[src/rtl/multicycle_control.sv]
// Multicycle instruction-sequencing controller for an RV32I-style datapath.
// Steps each instruction through FETCH, DECODE, EXEC, optional MEM and WB,
// drives the datapath control strobes for the current step, watches memory
// handshakes with an optional timeout, and traps on illegal opcodes or stalls.
//
// Ports:
//   clk_w_i              clock, all state changes on the rising edge
//   rst_w_i_h            synchronous active-high reset
//   run_w_i_h            start/continue sequencing
//   opcode_w_i[6:0]      opcode of the fetched instruction (sampled in DECODE)
//   mem_ready_w_i_h      memory completes the current fetch/load/store
//   branch_taken_w_i_h   comparator result for the current B-type instruction
//   fetch_req/mem_rd/mem_wr, ir_write/pc_write/pc_sel, reg_write and
//   writeback selects, ALU operand selects, jal/cmp_branch flags
//   state_w_o[2:0]       current state encoding
//   trap_w_o_h           sticky trap, trap_cause_w_o[1:0] its cause
//   instret_w_o          retired-instruction count (wraps)
module multicycle_control #(
  parameter int unsigned MEM_TIMEOUT = 16,
  parameter int unsigned CNT_W       = 32
) (
  input  logic             clk_w_i,
  input  logic             rst_w_i_h,
  input  logic             run_w_i_h,
  input  logic [6:0]       opcode_w_i,
  input  logic             mem_ready_w_i_h,
  input  logic             branch_taken_w_i_h,
  output logic             fetch_req_w_o_h,
  output logic             mem_rd_w_o_h,
  output logic             mem_wr_w_o_h,
  output logic             ir_write_w_o_h,
  output logic             pc_write_w_o_h,
  output logic             pc_sel_w_o,
  output logic             reg_write_w_o_h,
  output logic             mem_to_reg_w_o_h,
  output logic             imm_to_reg_w_o_h,
  output logic             pc_to_reg_w_o,
  output logic             alu_src_a_w_o,
  output logic             alu_src_b_w_o,
  output logic             jal_w_o_h,
  output logic             cmp_branch_w_o_h,
  output logic [2:0]       state_w_o,
  output logic             trap_w_o_h,
  output logic [1:0]       trap_cause_w_o,
  output logic [CNT_W-1:0] instret_w_o
);

  typedef enum logic [2:0] {
    S_IDLE   = 3'd0,
    S_FETCH  = 3'd1,
    S_DECODE = 3'd2,
    S_EXEC   = 3'd3,
    S_MEM    = 3'd4,
    S_WB     = 3'd5,
    S_TRAP   = 3'd6,
    S_RSVD   = 3'd7
  } state_e;

  localparam logic [6:0] OP_JAL    = 7'b1101111;
  localparam logic [6:0] OP_LUI    = 7'b0110111;
  localparam logic [6:0] OP_AUIPC  = 7'b0010111;
  localparam logic [6:0] OP_BRANCH = 7'b1100011;
  localparam logic [6:0] OP_STORE  = 7'b0100011;
  localparam logic [6:0] OP_JALR   = 7'b1100111;
  localparam logic [6:0] OP_LOAD   = 7'b0000011;
  localparam logic [6:0] OP_IMM    = 7'b0010011;
  localparam logic [6:0] OP_OP     = 7'b0110011;

  localparam logic [1:0] CAUSE_ILLEGAL = 2'b01;
  localparam logic [1:0] CAUSE_FETCH   = 2'b10;
  localparam logic [1:0] CAUSE_MEM     = 2'b11;

  // Counter wide enough to hold MEM_TIMEOUT; at least one bit when disabled.
  localparam int unsigned    TW       = $clog2(MEM_TIMEOUT + 2);
  localparam logic [TW-1:0]  TMO_LAST = (MEM_TIMEOUT == 0) ? '0 : TW'(MEM_TIMEOUT - 1);

  state_e           state_q, state_d;
  logic [6:0]       op_q, op_d;
  logic [TW-1:0]    tmo_q, tmo_d;
  logic [1:0]       cause_q, cause_d;
  logic [CNT_W-1:0] instret_q, instret_d;
  logic             retire;
  logic             tmo_hit;

  logic is_jal, is_lui, is_auipc, is_branch, is_store, is_jalr, is_load, is_op;

  function automatic logic op_legal(input logic [6:0] op);
    case (op)
      OP_JAL, OP_LUI, OP_AUIPC, OP_BRANCH, OP_STORE,
      OP_JALR, OP_LOAD, OP_IMM, OP_OP: op_legal = 1'b1;
      default:                          op_legal = 1'b0;
    endcase
  endfunction

  always_comb begin
    is_jal    = (op_q == OP_JAL);
    is_lui    = (op_q == OP_LUI);
    is_auipc  = (op_q == OP_AUIPC);
    is_branch = (op_q == OP_BRANCH);
    is_store  = (op_q == OP_STORE);
    is_jalr   = (op_q == OP_JALR);
    is_load   = (op_q == OP_LOAD);
    is_op     = (op_q == OP_OP);
  end

  // The limit is reached in the cycle whose wait would make the count hit
  // MEM_TIMEOUT; a ready in that same cycle is checked first and wins.
  assign tmo_hit = (MEM_TIMEOUT != 0) && (tmo_q == TMO_LAST);

  always_comb begin
    state_d   = state_q;
    op_d      = op_q;
    tmo_d     = '0;
    cause_d   = cause_q;
    retire    = 1'b0;
    case (state_q)
      S_IDLE: begin
        if (run_w_i_h) state_d = S_FETCH;
      end
      S_FETCH: begin
        if (mem_ready_w_i_h) begin
          state_d = S_DECODE;
        end else if (tmo_hit) begin
          state_d = S_TRAP;
          cause_d = CAUSE_FETCH;
        end else if (MEM_TIMEOUT != 0) begin
          tmo_d = tmo_q + TW'(1);
        end
      end
      S_DECODE: begin
        op_d = opcode_w_i;
        if (op_legal(opcode_w_i)) begin
          state_d = S_EXEC;
        end else begin
          state_d = S_TRAP;
          cause_d = CAUSE_ILLEGAL;
        end
      end
      S_EXEC: begin
        if (is_load || is_store) state_d = S_MEM;
        else if (is_branch)      retire  = 1'b1;
        else                     state_d = S_WB;
      end
      S_MEM: begin
        if (mem_ready_w_i_h) begin
          if (is_load) state_d = S_WB;
          else         retire  = 1'b1;
        end else if (tmo_hit) begin
          state_d = S_TRAP;
          cause_d = CAUSE_MEM;
        end else if (MEM_TIMEOUT != 0) begin
          tmo_d = tmo_q + TW'(1);
        end
      end
      S_WB: begin
        retire = 1'b1;
      end
      S_TRAP: begin
        state_d = S_TRAP;
      end
      default: begin
        state_d = S_TRAP;
      end
    endcase
    // Run is only consulted at instruction boundaries, so dropping it
    // mid-instruction lets the instruction finish.
    if (retire) state_d = run_w_i_h ? S_FETCH : S_IDLE;
    instret_d = retire ? instret_q + CNT_W'(1) : instret_q;
  end

  always_ff @(posedge clk_w_i) begin
    if (rst_w_i_h) begin
      state_q   <= S_IDLE;
      op_q      <= '0;
      tmo_q     <= '0;
      cause_q   <= '0;
      instret_q <= '0;
    end else begin
      state_q   <= state_d;
      op_q      <= op_d;
      tmo_q     <= tmo_d;
      cause_q   <= cause_d;
      instret_q <= instret_d;
    end
  end

  // Control strobes decode from the registered state; the handshake-qualified
  // strobes (ir_write, store completion, branch pc_sel) follow the inputs in
  // the same cycle.
  always_comb begin
    fetch_req_w_o_h  = 1'b0;
    mem_rd_w_o_h     = 1'b0;
    mem_wr_w_o_h     = 1'b0;
    ir_write_w_o_h   = 1'b0;
    pc_write_w_o_h   = 1'b0;
    pc_sel_w_o       = 1'b0;
    reg_write_w_o_h  = 1'b0;
    mem_to_reg_w_o_h = 1'b0;
    imm_to_reg_w_o_h = 1'b0;
    pc_to_reg_w_o    = 1'b0;
    alu_src_a_w_o    = 1'b0;
    alu_src_b_w_o    = 1'b0;
    jal_w_o_h        = 1'b0;
    cmp_branch_w_o_h = 1'b0;
    trap_w_o_h       = 1'b0;
    case (state_q)
      S_FETCH: begin
        fetch_req_w_o_h = 1'b1;
        ir_write_w_o_h  = mem_ready_w_i_h;
      end
      S_EXEC: begin
        alu_src_a_w_o    = is_jal || is_auipc || is_branch;
        alu_src_b_w_o    = !is_op;
        jal_w_o_h        = is_jal || is_jalr;
        cmp_branch_w_o_h = is_branch;
        if (is_branch) begin
          pc_write_w_o_h = 1'b1;
          pc_sel_w_o     = branch_taken_w_i_h;
        end
      end
      S_MEM: begin
        mem_rd_w_o_h   = is_load;
        mem_wr_w_o_h   = is_store;
        pc_write_w_o_h = is_store && mem_ready_w_i_h;
      end
      S_WB: begin
        reg_write_w_o_h  = 1'b1;
        mem_to_reg_w_o_h = is_load;
        imm_to_reg_w_o_h = is_lui;
        pc_to_reg_w_o    = is_jal || is_jalr;
        pc_write_w_o_h   = 1'b1;
        pc_sel_w_o       = is_jal || is_jalr;
      end
      S_TRAP: begin
        trap_w_o_h = 1'b1;
      end
      default: ;
    endcase
  end

  assign state_w_o      = state_q;
  assign trap_cause_w_o = cause_q;
  assign instret_w_o    = instret_q;

endmodule
[config.mk]
export PLATFORM = sky130hd
export DESIGN_NAME = multicycle_control
export DESIGN_NICKNAME = d
export VERILOG_FILES = /design/src/rtl/multicycle_control.sv
export SDC_FILE = /design/constraint.sdc
export NUM_CORES = 1
export LEC_CHECK = 0
export CORE_MARGIN = 3
export CORE_UTILIZATION = 30
export DETAILED_ROUTE_END_ITERATION = 6
export HOLD_SLACK_MARGIN = 0.08
export PLACE_DENSITY = 0.64
export SKIP_LAST_GASP = 1
export SYNTH_ARGS = -nofsm -noshare
export SYNTH_HDL_FRONTEND = slang
export SYNTH_SLANG_ARGS = --single-unit
[constraint.sdc]
create_clock -name clk_w_i -period 2.53 [get_ports clk_w_i]
set_input_delay 0.3795 -clock clk_w_i [delete_from_list [all_inputs] [get_ports clk_w_i]]
set_output_delay 0.3795 -clock clk_w_i [all_outputs]
set_load 0.005 [all_outputs]
=== After elaboration in Yosys (flattened, before gate mapping) ===
Cells that the tools add are included.

* Eq/ne operators: 33
* Reduce and logical (&&, ||, !) cells: 13
* Add/sub/neg operators: 2
* Multiplexer cells: 40
* Bitwise gates (word level): 1

{| class="wikitable"
|+ Operators with widths
! kind !! count
|-
| $eq 7x6->1 const B || 6
|-
| $eq 7x7->1 const B || 6
|-
| $add 32x1->32 const B || 1
|-
| $mux 3 || 9
|-
| $eq 7x5->1 const B || 3
|-
| $mux 1 || 21
|-
| $pmux 3 s6 || 1
|-
| $eq 7x2->1 const B || 2
|-
| $ne 2x2->1 const B || 6
|-
| $mux 2 || 5
|-
| $eq 3x3->1 const B || 3
|-
| $reduce_or 9->1 || 1
|-
| $ne 4x4->1 const B || 2
|-
| $eq 3x2->1 const B || 2
|-
| $pmux 1 s3 || 2
|-
| $pmux 2 s3 || 1
|-
| $reduce_and 6->1 || 1
|-
| $add 5x1->5 const B || 1
|-
| $eq 5x4->1 const B || 1
|-
| $logic_or 1x1->1 || 4
|-
| $reduce_and 4->1 || 1
|-
| $reduce_or 4->1 || 1
|-
| $eq 3x1->1 const B || 1
|-
| $logic_not 3->1 || 1
|-
| other kinds (7) || 7
|}

* Word-level logic and storage cells: 94
* Output and inout port bits: 52
* Bits of input ports: 12
* Register bits: 49

=== Depth between registers and ports, before layout ===
Gate-level depths: netlist (run 1).

* Depth after elaboration: 7
* Mapped depth: 7

=== Worst setup path after synthesis (run 1) ===
No wires, ideal clock.

* Kind: register to register
* Start point: register instret_q[6] (netlist: instret_w_o[6])
* End point: register instret_q[31] (netlist: instret_w_o[31])
* Library setup time: 70 ps
* Arrival: 2080 ps
* Period minus slack after synthesis: 2150 ps
* Cell stages (with the launch flop): 6
* Slack: 380 ps
* Buffers on the path: 0
* Cells stage by stage: dfxtp_1 nand4_1 or4_1 or3_4 or4_1 a21oi_1

* Longest elaborated chain between the ends: 1

{| class="wikitable"
|+ Ends and longest elaborated chain
! item !! RTL line !! RTL
|-
| from (decl) || 81 || <nowiki>logic [CNT_W-1:0] instret_q, instret_d;</nowiki>
|-
| from (signal assigned) || 183 || <nowiki>instret_q <= instret_d;</nowiki>
|-
| $add 32x1->32 || 168 || <nowiki>instret_d = retire ? instret_q + CNT_W'(1) : instret_q;</nowiki>
|}

No other way between the ends.
A chain may end at the register's enable or synchronous reset.

=== Worst setup path in the final report (run 1) ===
* Start point: register op_q[2]
* End point: output pc_sel_w_o

* Longest elaborated chain between the ends: 3

{| class="wikitable"
|+ Ends and longest elaborated chain
! item !! RTL line !! RTL
|-
| from (decl) || 78 || <nowiki>logic [6:0] op_q, op_d;</nowiki>
|-
| from (signal assigned) || 180 || <nowiki>op_q <= op_d;</nowiki>
|-
| $eq 7x7->1 (on tied branches) || 99, 101, 96 ||
|-
| $mux 1 / $logic_or 1x1->1 (equally long branches) || 216, 232 ||
|-
| $pmux 1 s2 (*) || 206 || <nowiki>case (state_q)</nowiki>
|-
| to (decl) || 33 || <nowiki>output logic pc_sel_w_o,</nowiki>
|}

Every way passes the cells marked *; elsewhere a longest branch is shown, timed or not.

==> results by group, run 1 <==
Run status
  – Status: completed

Worst hold path
  – Worst Hold Class: reg -> reg
  – Hold path cells: 1
  – Hold Startpoint: tmo_q[0]
  – Endpoint, Worst Hold: tmo_q[0]

STA
  – Peak Freq: between 300 and 400 MHz
  – Hold slack: 0.453 ns
  – RSZ-0062 raised after global routing: true
  – Final Slew Violations: 0
  – Final setup viols: 0
  – Post-route minimum period: 2.51 ns
  – Worst slew margin: 0.634
  – Layout Skew: 0.00540 ns
  – Post-route setup slack: 0.0235 ns
  – Final Hold Vio Count: 0
  – Period utilisation layout: 0.991
  – Setup_tns: 0 ns
  – Worst-margin pin slew: ~0.53 ns

Pwr
  – Clk pwr share: 0.279
  – Logic pwr share: 0.194
  – Sw Pwr: 428 µW
  – Internal power: 1.15 mW
  – Register share of total power: 0.527
  – Worst vdd ir: 0.000272 V
  – Final Power: 1.58 mW
  – Switching share of power: 0.271
  – Pwr dens: approximately 440 nW/µm²
  – P_leak: approximately 1.2 nW

Finish
  – Count of nets after finishing: 405
  – Most frequent cells in the layout: 58 x clkdlybuf4s50_1, 45 x dfxtp_1, 38 x nor2_1
  – Final antenna diode count: 0
  – Commonest non-fill, non-tap cell in the layout: clkdlybuf4s50_1
  – Area Growth Syn to Fin: 39.2%
  – Layout cells sized above 1: 0.115
  – Fin util: 0.434
  – Post-Layout Cell Count: 496
  – Final instance area: about 3600 µm²

Critical path
  – Worst EP arrival: ~2.1 ns
  – Cell mode on critical path: buf_4
  – Reg2Reg Launch Point: instret_w_o[8]
  – Crit Path Max Fanout: 6
  – Worst-path cell chain: nand3b_1 -> buf_4 -> buf_4 -> nor3_2 -> buf_4 -> a21o_1 -> clkdlybuf4s50_1
  – Slowest CP cell: clkdlybuf4s50_1
  – Delay-heaviest family, CP: buffers and inverters
  – Cell depth of the worst setup path: 7
  – Critical path endpoint category: output port
  – Max incr delay on CP: 0.49 ns
  – Worst R2R Setup Slack: about 0.28 ns
  – Worst path bufs/invs: 4
  – Crit start category: register
  – Worst setup path class: reg -> out
  – R2R depth: 5
  – CP Data Required Time: roughly 2.2 ns
  – Reg2reg end: instret_w_o[31]

Floorplan
  – Num ports: 64
  – Core Region: 8300 µm²
  – DIE AREA: around 9800 µm²
  – Die Height: approximately 99 µm
  – Die width: 98.9 µm
  – Site Rows: 33
  – Initial Utilization: 0.312

Detailed routing
  – Drt via density: 5.18
  – Final wirelength: 6970 µm
  – ANT nets after route: 0
  – Initial DRC Count: 79
  – Routed length per instance: 14.1 µm
  – Initial DRT Pass Iterations: 4
  – # DRC: 0
  – Via count: around 2,600

Clock network
  – H-tree levels: 2
  – CTS tree: yes
  – Clk slew on worst S/H paths: 0.08 ns
  – CTS max path bufs: 2
  – Later-pin clock latency in the skew report: ~0.30 ns
  – Clock sink total: 49
  – CTS root buf: clkbuf_8
  – CTS Buf Count: 5

Logic synthesis
  – FF+latch count, synth: 49
  – Area contributors post-synth: dfxtp_1 38%, xnor2_1 8.8%, nor2_1 5.5%, nand2_1 5.1%, a21oi_1 3.9%
  – Async SR Flop Fraction: 0
  – Synth area leader: dfxtp_1
  – Post-synth EDFFs: 0
  – Post-synthesis sequential area ratio: 0.379
  – Post-Syn Instances: 315
  – Mapped Area: 2590 µm²
  – YS warnings: 0
  – Count of unique library cells instantiated by Yosys: 47
  – Syn Area/Cell: 8.21 µm²
  – Syn_nets: 330
  – Ys flop type: dfxtp_1
  – Synth top area share: 0.379

Global route
  – Initial antenna violation count: 0
  – First-pass GRT wire length: 11,700 µm
  – Gr ovfl total: 0
  – Vias in the first global route: between 2,000 and 2,500
  – Largest net degree at the start of global routing: 28
  – Total track usage: 0.144

Placement
  – Global placement routability congestion: approximately 0.87
  – PortBufs: 63
  – Post-DP Area: 3460 µm²
  – Pre-CTS setup slack: 0.190 ns
  – Post-Place Cells: 486
  – Placed wire-length estimate: 5280 µm

Run
  – Max-cap violations: 0
flip-flops by register name, summed over array words and instances, names as in the netlist:
register / cells
state_w_o: 3
op_q: 7
trap_cause_w_o: 2
instret_w_o: 32
tmo_q: 5
timing repair:
action | CTS | global route
setup endpoints to repair | 6 | 5
hold buffers | 0 | 0
pin swaps | 1 | 3
gates resized for setup | 7 | 9
buffers inserted | 0 | 2
routing by layer:
layer | vias to the layer above | wire length [µm] | global-route usage | part of all wire
met4 | 0 | 87 | 0.0357 | 0.012
met2 | 50 | 3170 | 0.216 | 0.45
met5 | - | 0 | 0 | 0
met3 | 12 | 264 | 0.0326 | 0.038
li1 | 1287 | - | - | -
met1 | 1220 | 3450 | 0.210 | 0.49
Yosys cell counts (4+ instances only):
master / n
a2111oi_0: 8
a2111oi_1: 4
a211oi_1: 9
a21oi_1: 20
and2_1: 4
and3b_1: 5
and4_1: 5
clkbuf_1: 15
dfxtp_1: 49
inv_1: 7
nand2_1: 35
nand3_1: 14
nand4_1: 9
nor2_1: 38
nor2b_1: 4
nor4_1: 4
o21ai_0: 6
or3_1: 6
or4_1: 4
xnor2_1: 26
power groups by stage:
| stage | Combinational [mW] | Clock [mW] | Sequential [mW] |
|---|---|---|---|
| final | 0.306 | 0.440 | 0.832 |
| after global routing | 0.339 | 0.494 | 0.837 |
| after CTS | 0.308 | 0.458 | 0.831 |
| after detailed placement | 0.305 | 0 | 0.846 |
| after global placement | 0.302 | 0 | 0.844 |
| after floorplan | 0.161 | 0 | 0.838 |
worst max path at each step:
stage / start / endpoint / slack, ns
global route: op_q[2] / pc_sel_w_o / -0.02
detailed placement: state_w_o[0] / pc_sel_w_o / 0.19
global placement: state_w_o[0] / pc_sel_w_o / 0.15
CTS: op_q[6] / mem_to_reg_w_o_h / -0.002
finish: op_q[2] / pc_sel_w_o / 0.02
floorplan: instret_w_o[6] / instret_w_o[31] / 0.38
cell type report:
class                           count  area [µm²]
Fill cell                         805        4700
Multi-Input combinational cell    240        1540
Sequential cell                    49         988
Timing Repair Buffer               87         832
Tap cell                          105         131
Clock buffer                        8        80.1
Inverter                            7        26.3
cells by family after synthesis:
family | count (synthesis) | synth area share
compound gates | 64 | 0.174
xor+xnor | 28 | 0.0948
fa+ha+maj | 3 | 0.0145
buf+inv | 26 | 0.0392
flops | 49 | 0.379
mux | 3 | 0.0126
simple gates | 142 | 0.286
Note: power is estimated with default switching activity, not from simulation.
==> run 2: changes to the inputs <==
--- a/config.mk
+++ b/config.mk
@@ -5,7 +5,6 @@
 export SDC_FILE = /design/constraint.sdc
 export NUM_CORES = 1
 export LEC_CHECK = 0
-export CORE_MARGIN = 3
 export CORE_UTILIZATION = 30
 export DETAILED_ROUTE_END_ITERATION = 6
 export HOLD_SLACK_MARGIN = 0.08
==> run 2 against run 1 <==
Design area rose by 0.52%. Core utilization up 0.23 points. Combinational power increased by 2%. Register-to-register slack got worse by 0.10 ns. Sequential power is 0.7% lower. Worst hold slack got worse by 0.0047 ns. Fmax rose by 2.4%. Critical endpoint is now alu_src_b_w_o. Sequential share of layout area is 0.21 points lower. Via count grew 0.90%. Power increased by 9.8%.
==> results by group, run 2 (synthesized netlist as in run 1, its figures left out) <==
Run status
  – Status: completed

Detailed routing
  – Routed length per instance: 14.3 µm (+1.4%)
  – M1 wire length: 3360 µm (-2.7%)
  – ANT nets after route: 0 (unchanged)
  – Drt via density: 5.25 (+1.3%)
  – # DRC: 0 (unchanged)
  – Met3 WL: 386 µm (+46%)
  – Top Metal Used: met4
  – Final wirelength: 7040 µm (+0.99%)
  – Initial DRC Count: 123 (+56%)
  – Met2 Wirelength: 3220 µm (+1.5%)
  – Initial DRT Pass Iterations: 4 (unchanged)
  – Via count: 2,592 (+0.90%)

STA
  – Period utilisation layout: 0.967 (-0.0236)
  – Layout Skew: 0.0154 ns (+0.0100 ns)
  – Setup_tns: 0 ns (unchanged)
  – RSZ-0062 raised after global routing: false
  – Peak Freq: 409 MHz (+2.4%)
  – Final Slew Violations: 0 (unchanged)
  – Worst-margin pin slew: 0.540 ns (+0.00584 ns)
  – Final setup viols: 0 (unchanged)
  – Final Hold Vio Count: 0 (unchanged)
  – Hold slack: 0.449 ns (-0.00468 ns)
  – Worst slew margin: 0.630 (-0.00399)
  – Post-route minimum period: 2.45 ns (-0.0597 ns)

Worst hold path
  – Hold path cells: 1 (unchanged)
  – Endpoint, Worst Hold: tmo_q[0]
  – Hold Startpoint: tmo_q[0]
  – Worst Hold Class: reg -> reg

Floorplan
  – Num ports: 64 (unchanged)
  – Core Region: 8300 µm² (unchanged)
  – Initial Utilization: 0.312 (unchanged)
  – Die width: 94.9 µm (-4.0%)
  – Die Height: 94.9 µm (-4.0%)
  – Site Rows: 33 (unchanged)
  – DIE AREA: 9000 µm² (-7.9%)

Critical path
  – Critical path endpoint category: output port
  – Reg2reg end: instret_w_o[31]
  – Worst R2R Setup Slack: 0.18 ns (-0.10 ns)
  – Worst setup path class: reg -> out
  – Crit start category: register
  – CP Data Required Time: 2.15 ns (about the same)
  – R2R depth: 5 (unchanged)
  – Worst EP arrival: 2.07 ns (-0.06 ns)
  – Worst Setup SP: op_q[2]
  – Crit Path Max Fanout: 6 (unchanged)
  – Reg2Reg Launch Point: instret_w_o[6]

Finish
  – Number of flip-flops in the largest register: 32 (unchanged)
  – Count of nets after finishing: 403 (-0.49%)
  – Most frequent cells in the layout: 59 x clkdlybuf4s50_1, 47 x dfxtp_1, 38 x nor2_1
  – Area Growth Syn to Fin: 40.0%
  – # fillers: 775 (-3.7%)
  – Multi-input gate area: 1550 µm² (+0.16%)
  – Seq. cell area: 986 µm² (-0.25%)
  – Final antenna diode count: 0 (unchanged)
  – Layout cells sized above 1: 0.113 (-0.00198)
  – Commonest non-fill, non-tap cell in the layout: clkdlybuf4s50_1
  – Fin util: 0.436 (+0.00226)

Clock network
  – CTS tree: yes
  – H-tree levels: 2 (unchanged)
  – CTS max path bufs: 2 (unchanged)
  – CTS root buf: clkbuf_8
  – Later-pin clock latency in the skew report: 0.31 ns (about the same)
  – Clk slew on worst S/H paths: 0.09 ns (about the same)
  – CTS Buf Count: 5 (unchanged)
  – Clock sink total: 49 (unchanged)

Global route
  – Largest net degree at the start of global routing: 28 (unchanged)
  – Vias in the first global route: 2,322 (-0.85%)
  – Initial antenna violation count: 0 (unchanged)
  – Total track usage: 0.157 (+0.0127)
  – Gr ovfl total: 0 (unchanged)
  – First-pass GRT wire length: 11,200 µm (-4.8%)

Placement
  – Global placement routability congestion: 0.840 (-3.2%)
  – Placed wire-length estimate: 5050 µm (-4.3%)
  – PortBufs: 63 (unchanged)

Pwr
  – Pwr dens: 479 nW/µm² (+9.2%)
  – Worst vdd ir: 0.000193 V (-29%)
  – P_leak: 1.20 nW (-2.3%)

Run
  – Max-cap violations: 0 (unchanged)
-- run 2: cell count changes in the layout (fill, tap and decap cells not counted), moves of 2 or more --
cell / before / now
buf_4: 23 / 21
clkbuf_1: 3 / 0
dfxtp_1: 45 / 47
dfxtp_2: 3 / 1
dlymetal6s2s_1: 4 / 2
-- run 2: final cells by class --
| type | count | share of cell area |
|---|---|---|
| repair buffers | 85 | 0.224 |
| multi-input cells | 240 | 0.427 |
| flip-flops and latches | 49 | 0.272 |
| clock buffers | 6 | 0.0228 |
| clock inverters | 2 | 0.0104 |
| well taps | 105 | 0.0363 |
| inverters | 7 | 0.00726 |
-- run 2: per-layer routing --
| layer | vias to the layer above | global-route usage |
|---|---|---|
| li1 | 1291 | - |
| met1 | 1246 | 0.218 |
| met2 | 49 | 0.245 |
| met3 | 6 | 0.0322 |
| met4 | 0 | 0.0429 |
| met5 | - | 0 |
-- run 2: repair_timing --
item	4_1_cts	5_1_grt
buffers inserted	2	3
setup endpoints to repair	3	6
resized for setup	3	10
hold buffers	0	0
pin swaps	1	3
-- run 2: critical path, stage by stage (launching register included) --
cell and delay, ns:
dfxtp_4 0.37, nand3b_1 0.22, or3_4 0.42, buf_4 0.15, o21a_1 0.17, clkdlybuf4s50_1 0.43
-- run 2: worst max-delay path by stage --
stage	cells past startpoint	slack, ns	to
after global routing	5	0.005	mem_rd_w_o_h
after global placement	6	0.17	pc_write_w_o_h
after floorplan	5	0.38	instret_w_o[31]
after detailed placement	6	0.16	pc_write_w_o_h
after CTS	6	-0.09	pc_write_w_o_h
final	5	0.08	alu_src_b_w_o
-- run 2: report_power, final --
part           switching (mW)  leakage [nW]  internal (mW)
combinational           0.155         0.742          0.158
clock                   0.272        0.0574          0.322
sequential             0.0305         0.397          0.796
total                   0.458          1.20           1.28
-- run 2: per-stage QoR --
stage          cell area [µm²]  worst slack, ns  power [mW]  std cells
3_5_place_dp              3420            0.159        1.15        481
6_report                  3620           0.0832        1.73        494
4_1_cts                   3560          -0.0866        1.74        491
3_3_place_gp              3420            0.167        1.14        481
2_1_floorplan             2590            0.380       0.999        315
5_1_grt                   3620          0.00517        1.81        494
==> run 3: changes to the inputs <==
--- a/config.mk
+++ b/config.mk
@@ -5,10 +5,12 @@
 export SDC_FILE = /design/constraint.sdc
 export NUM_CORES = 1
 export LEC_CHECK = 0
+export CELL_PAD_IN_SITES_DETAIL_PLACEMENT = 1
+export CELL_PAD_IN_SITES_GLOBAL_PLACEMENT = 1
 export CORE_UTILIZATION = 30
 export DETAILED_ROUTE_END_ITERATION = 6
 export HOLD_SLACK_MARGIN = 0.08
-export PLACE_DENSITY = 0.64
+export PLACE_DENSITY = 0.79
 export SKIP_LAST_GASP = 1
 export SYNTH_ARGS = -nofsm -noshare
 export SYNTH_HDL_FRONTEND = slang
==> run 3 against run 2 <==
Via count grew 0.50%. Critical path depth increased by 1. Register-to-register slack hardly changed. Wire length is 12% higher. Sequential share of layout area grew 0.61 points. Power decreased by 4.4%. Fmax fell by 0.89%. Global-route usage grew 2.2 points. Core utilization fell by 0.63 points.
==> results by group, run 3 (synthesized netlist as in run 1, its figures left out) <==
Detailed routing
  – Routed length per instance: 16.1 µm (+13%)
  – M1 wire length: 3830 µm (+14%)
  – Drt via density: 5.31 (+1.1%)
  – Initial DRT Pass Iterations: 4 (unchanged)
  – Via count: 2,605 (+0.50%)
  – Initial DRC Count: 63 (-49%)
  – Final wirelength: 7890 µm (+12%)
  – # DRC: 0 (unchanged)
  – Met2 Wirelength: 3750 µm (+17%)
  – ANT nets after route: 0 (unchanged)
  – Top Metal Used: met4
  – Met3 WL: 234 µm (-39%)

STA
  – Period utilisation layout: 0.976 (+0.00871)
  – Post-route minimum period: 2.47 ns (+0.0220 ns)
  – Final Slew Violations: 0 (unchanged)
  – Final Hold Vio Count: 0 (unchanged)
  – Post-route setup slack: 0.0611 ns (-0.0220 ns)
  – Final setup viols: 0 (unchanged)
  – Worst-margin pin slew: 0.624 ns (+0.0831 ns)
  – RSZ-0062 raised after global routing: false
  – Peak Freq: 405 MHz (-0.89%)
  – Setup_tns: 0 ns (unchanged)
  – Worst slew margin: 0.574 (-0.0568)
  – Hold slack: 0.474 ns (+0.0252 ns)
  – Layout Skew: 0.00696 ns (-0.00847 ns)

Global route
  – Initial antenna violation count: 0 (unchanged)
  – Total track usage: 0.179 (+0.0221)
  – First-pass GRT wire length: 12,600 µm (+13%)
  – Gr ovfl total: 0 (unchanged)
  – Largest net degree at the start of global routing: 35 (+25%)
  – Vias in the first global route: 2,591 (+12%)

Floorplan
  – Num ports: 64 (unchanged)
  – Core Region: 8300 µm² (unchanged)
  – Initial Utilization: 0.312 (unchanged)
  – Site Rows: 33 (unchanged)
  – Die width: 94.9 µm (unchanged)
  – DIE AREA: 9000 µm² (unchanged)
  – Die Height: 94.9 µm (unchanged)

Clock network
  – CTS max path bufs: 2 (unchanged)
  – Clock sink total: 49 (unchanged)
  – Post-CTS Hold Buffers: 0 (unchanged)
  – H-tree levels: 2 (unchanged)
  – CTS Buf Count: 5 (unchanged)
  – CTS tree: yes
  – Later-pin clock latency in the skew report: 0.30 ns (about the same)
  – Clk slew on worst S/H paths: 0.09 ns (about the same)
  – CTS root buf: clkbuf_8

Finish
  – Area Growth Syn to Fin: 37.9%
  – Number of flip-flops in the largest register: 32 (unchanged)
  – Final antenna diode count: 0 (unchanged)
  – Most frequent cells in the layout: 59 x clkdlybuf4s50_1, 43 x dfxtp_1, 38 x nor2_1
  – Final instance area: 3570 µm² (-1.5%)
  – Count of nets after finishing: 400 (-0.74%)
  – Commonest non-fill, non-tap cell in the layout: clkdlybuf4s50_1
  – Layout cells sized above 1: 0.117 (+0.00347)

Pwr
  – Internal power: 1.19 mW (-6.3%)
  – Pwr dens: 464 nW/µm² (-3.0%)
  – Switching share of power: 0.278 (+0.0143)
  – Sw Pwr: 461 µW (+0.73%)
  – Register share of total power: 0.511 (+0.034)
  – P_leak: 1.16 nW (-2.7%)
  – Worst vdd ir: 0.000210 V (+9.0%)
  – Clk pwr share: 0.310 (-0.033)
  – Logic pwr share: 0.179 (-0.002)

Critical path
  – Crit start category: register
  – Worst setup path class: reg -> out
  – Worst EP arrival: 2.09 ns (+0.02 ns)
  – Crit Path Max Fanout: 5 (-1)
  – CP Data Required Time: 2.15 ns (about the same)
  – Critical path endpoint category: output port

Placement
  – Placed wire-length estimate: 5740 µm (+14%)
  – Global placement routability congestion: 0.870 (+3.6%)
  – Post-DP Area: 3410 µm² (-0.37%)
  – PortBufs: 63 (unchanged)
  – Pre-CTS setup slack: 0.157 ns (-0.00199 ns)

Run
  – Max-cap violations: 0 (unchanged)

Worst hold path
  – Worst Hold Class: reg -> reg

Run status
  – Status: completed
## run 3: area by class of cell
| class | count | area, µm² |
|---|---|---|
| Fill cell | 973 | 4730 |
| Multi-Input combinational cell | 240 | 1540 |
| Sequential cell | 49 | 993 |
| Clock buffer | 7 | 96.3 |
| Clock inverter | 1 | 5.00 |
| Timing Repair Buffer | 82 | 772 |
| Tap cell | 105 | 131 |
| Inverter | 7 | 26.3 |
## run 3: layer usage
| metal | global-route usage | vias to the layer above |
|---|---|---|
| met4 | 0.0543 | 0 |
| met1 | 0.248 | 1272 |
| met3 | 0.0193 | 7 |
| met2 | 0.291 | 44 |
| li1 | - | 1282 |
| met5 | 0 | - |
## run 3: worst max-delay path, cell delays in order, from the launching register on
cell,delay [ns]
dfxtp_4,0.36
buf_4,0.13
nand3_1,0.11
or3_1,0.36
nor2_1,0.19
a21o_1,0.13
clkdlybuf4s50_1,0.50
## run 3: power groups by stage
stage / combinational (mW) / sequential, mW / clock [mW]
floorplan: 0.161 / 0.838 / 0
global placement: 0.283 / 0.855 / 0
detailed placement: 0.291 / 0.859 / 0
CTS: 0.298 / 0.843 / 0.530
global route: 0.322 / 0.852 / 0.550
finish: 0.296 / 0.847 / 0.513
## run 3: final timing paths
| kind | startpoint | to | slack (ns) | cells after the start |
|---|---|---|---|---|
| setup / recovery | op_q[2] | pc_sel_w_o | 0.06 | 6 |
| hold / removal | tmo_q[0] | tmo_q[0] | 0.47 | 1 |
| setup reg to reg | instret_w_o[8] | instret_w_o[31] | 0.17 | 5 |
| hold reg to reg | tmo_q[0] | tmo_q[0] | 0.47 | 1 |
## run 3: stage by stage
| stage | util | total power, mW | std cells |
|---|---|---|---|
| 2_1_floorplan | - | 0.999 | 315 |
| 3_3_place_gp | 0.411 | 1.14 | 481 |
| 3_5_place_dp | 0.411 | 1.15 | 481 |
| 4_1_cts | 0.428 | 1.67 | 491 |
| 5_1_grt | 0.430 | 1.72 | 491 |
| 6_report | 0.430 | 1.66 | 491 |
## run 3: what timing repair did
item                       CTS  global route
setup buffers                2             0
gates resized for setup     12             6
setup endpoints to repair    7             4
pin swaps                    2             0
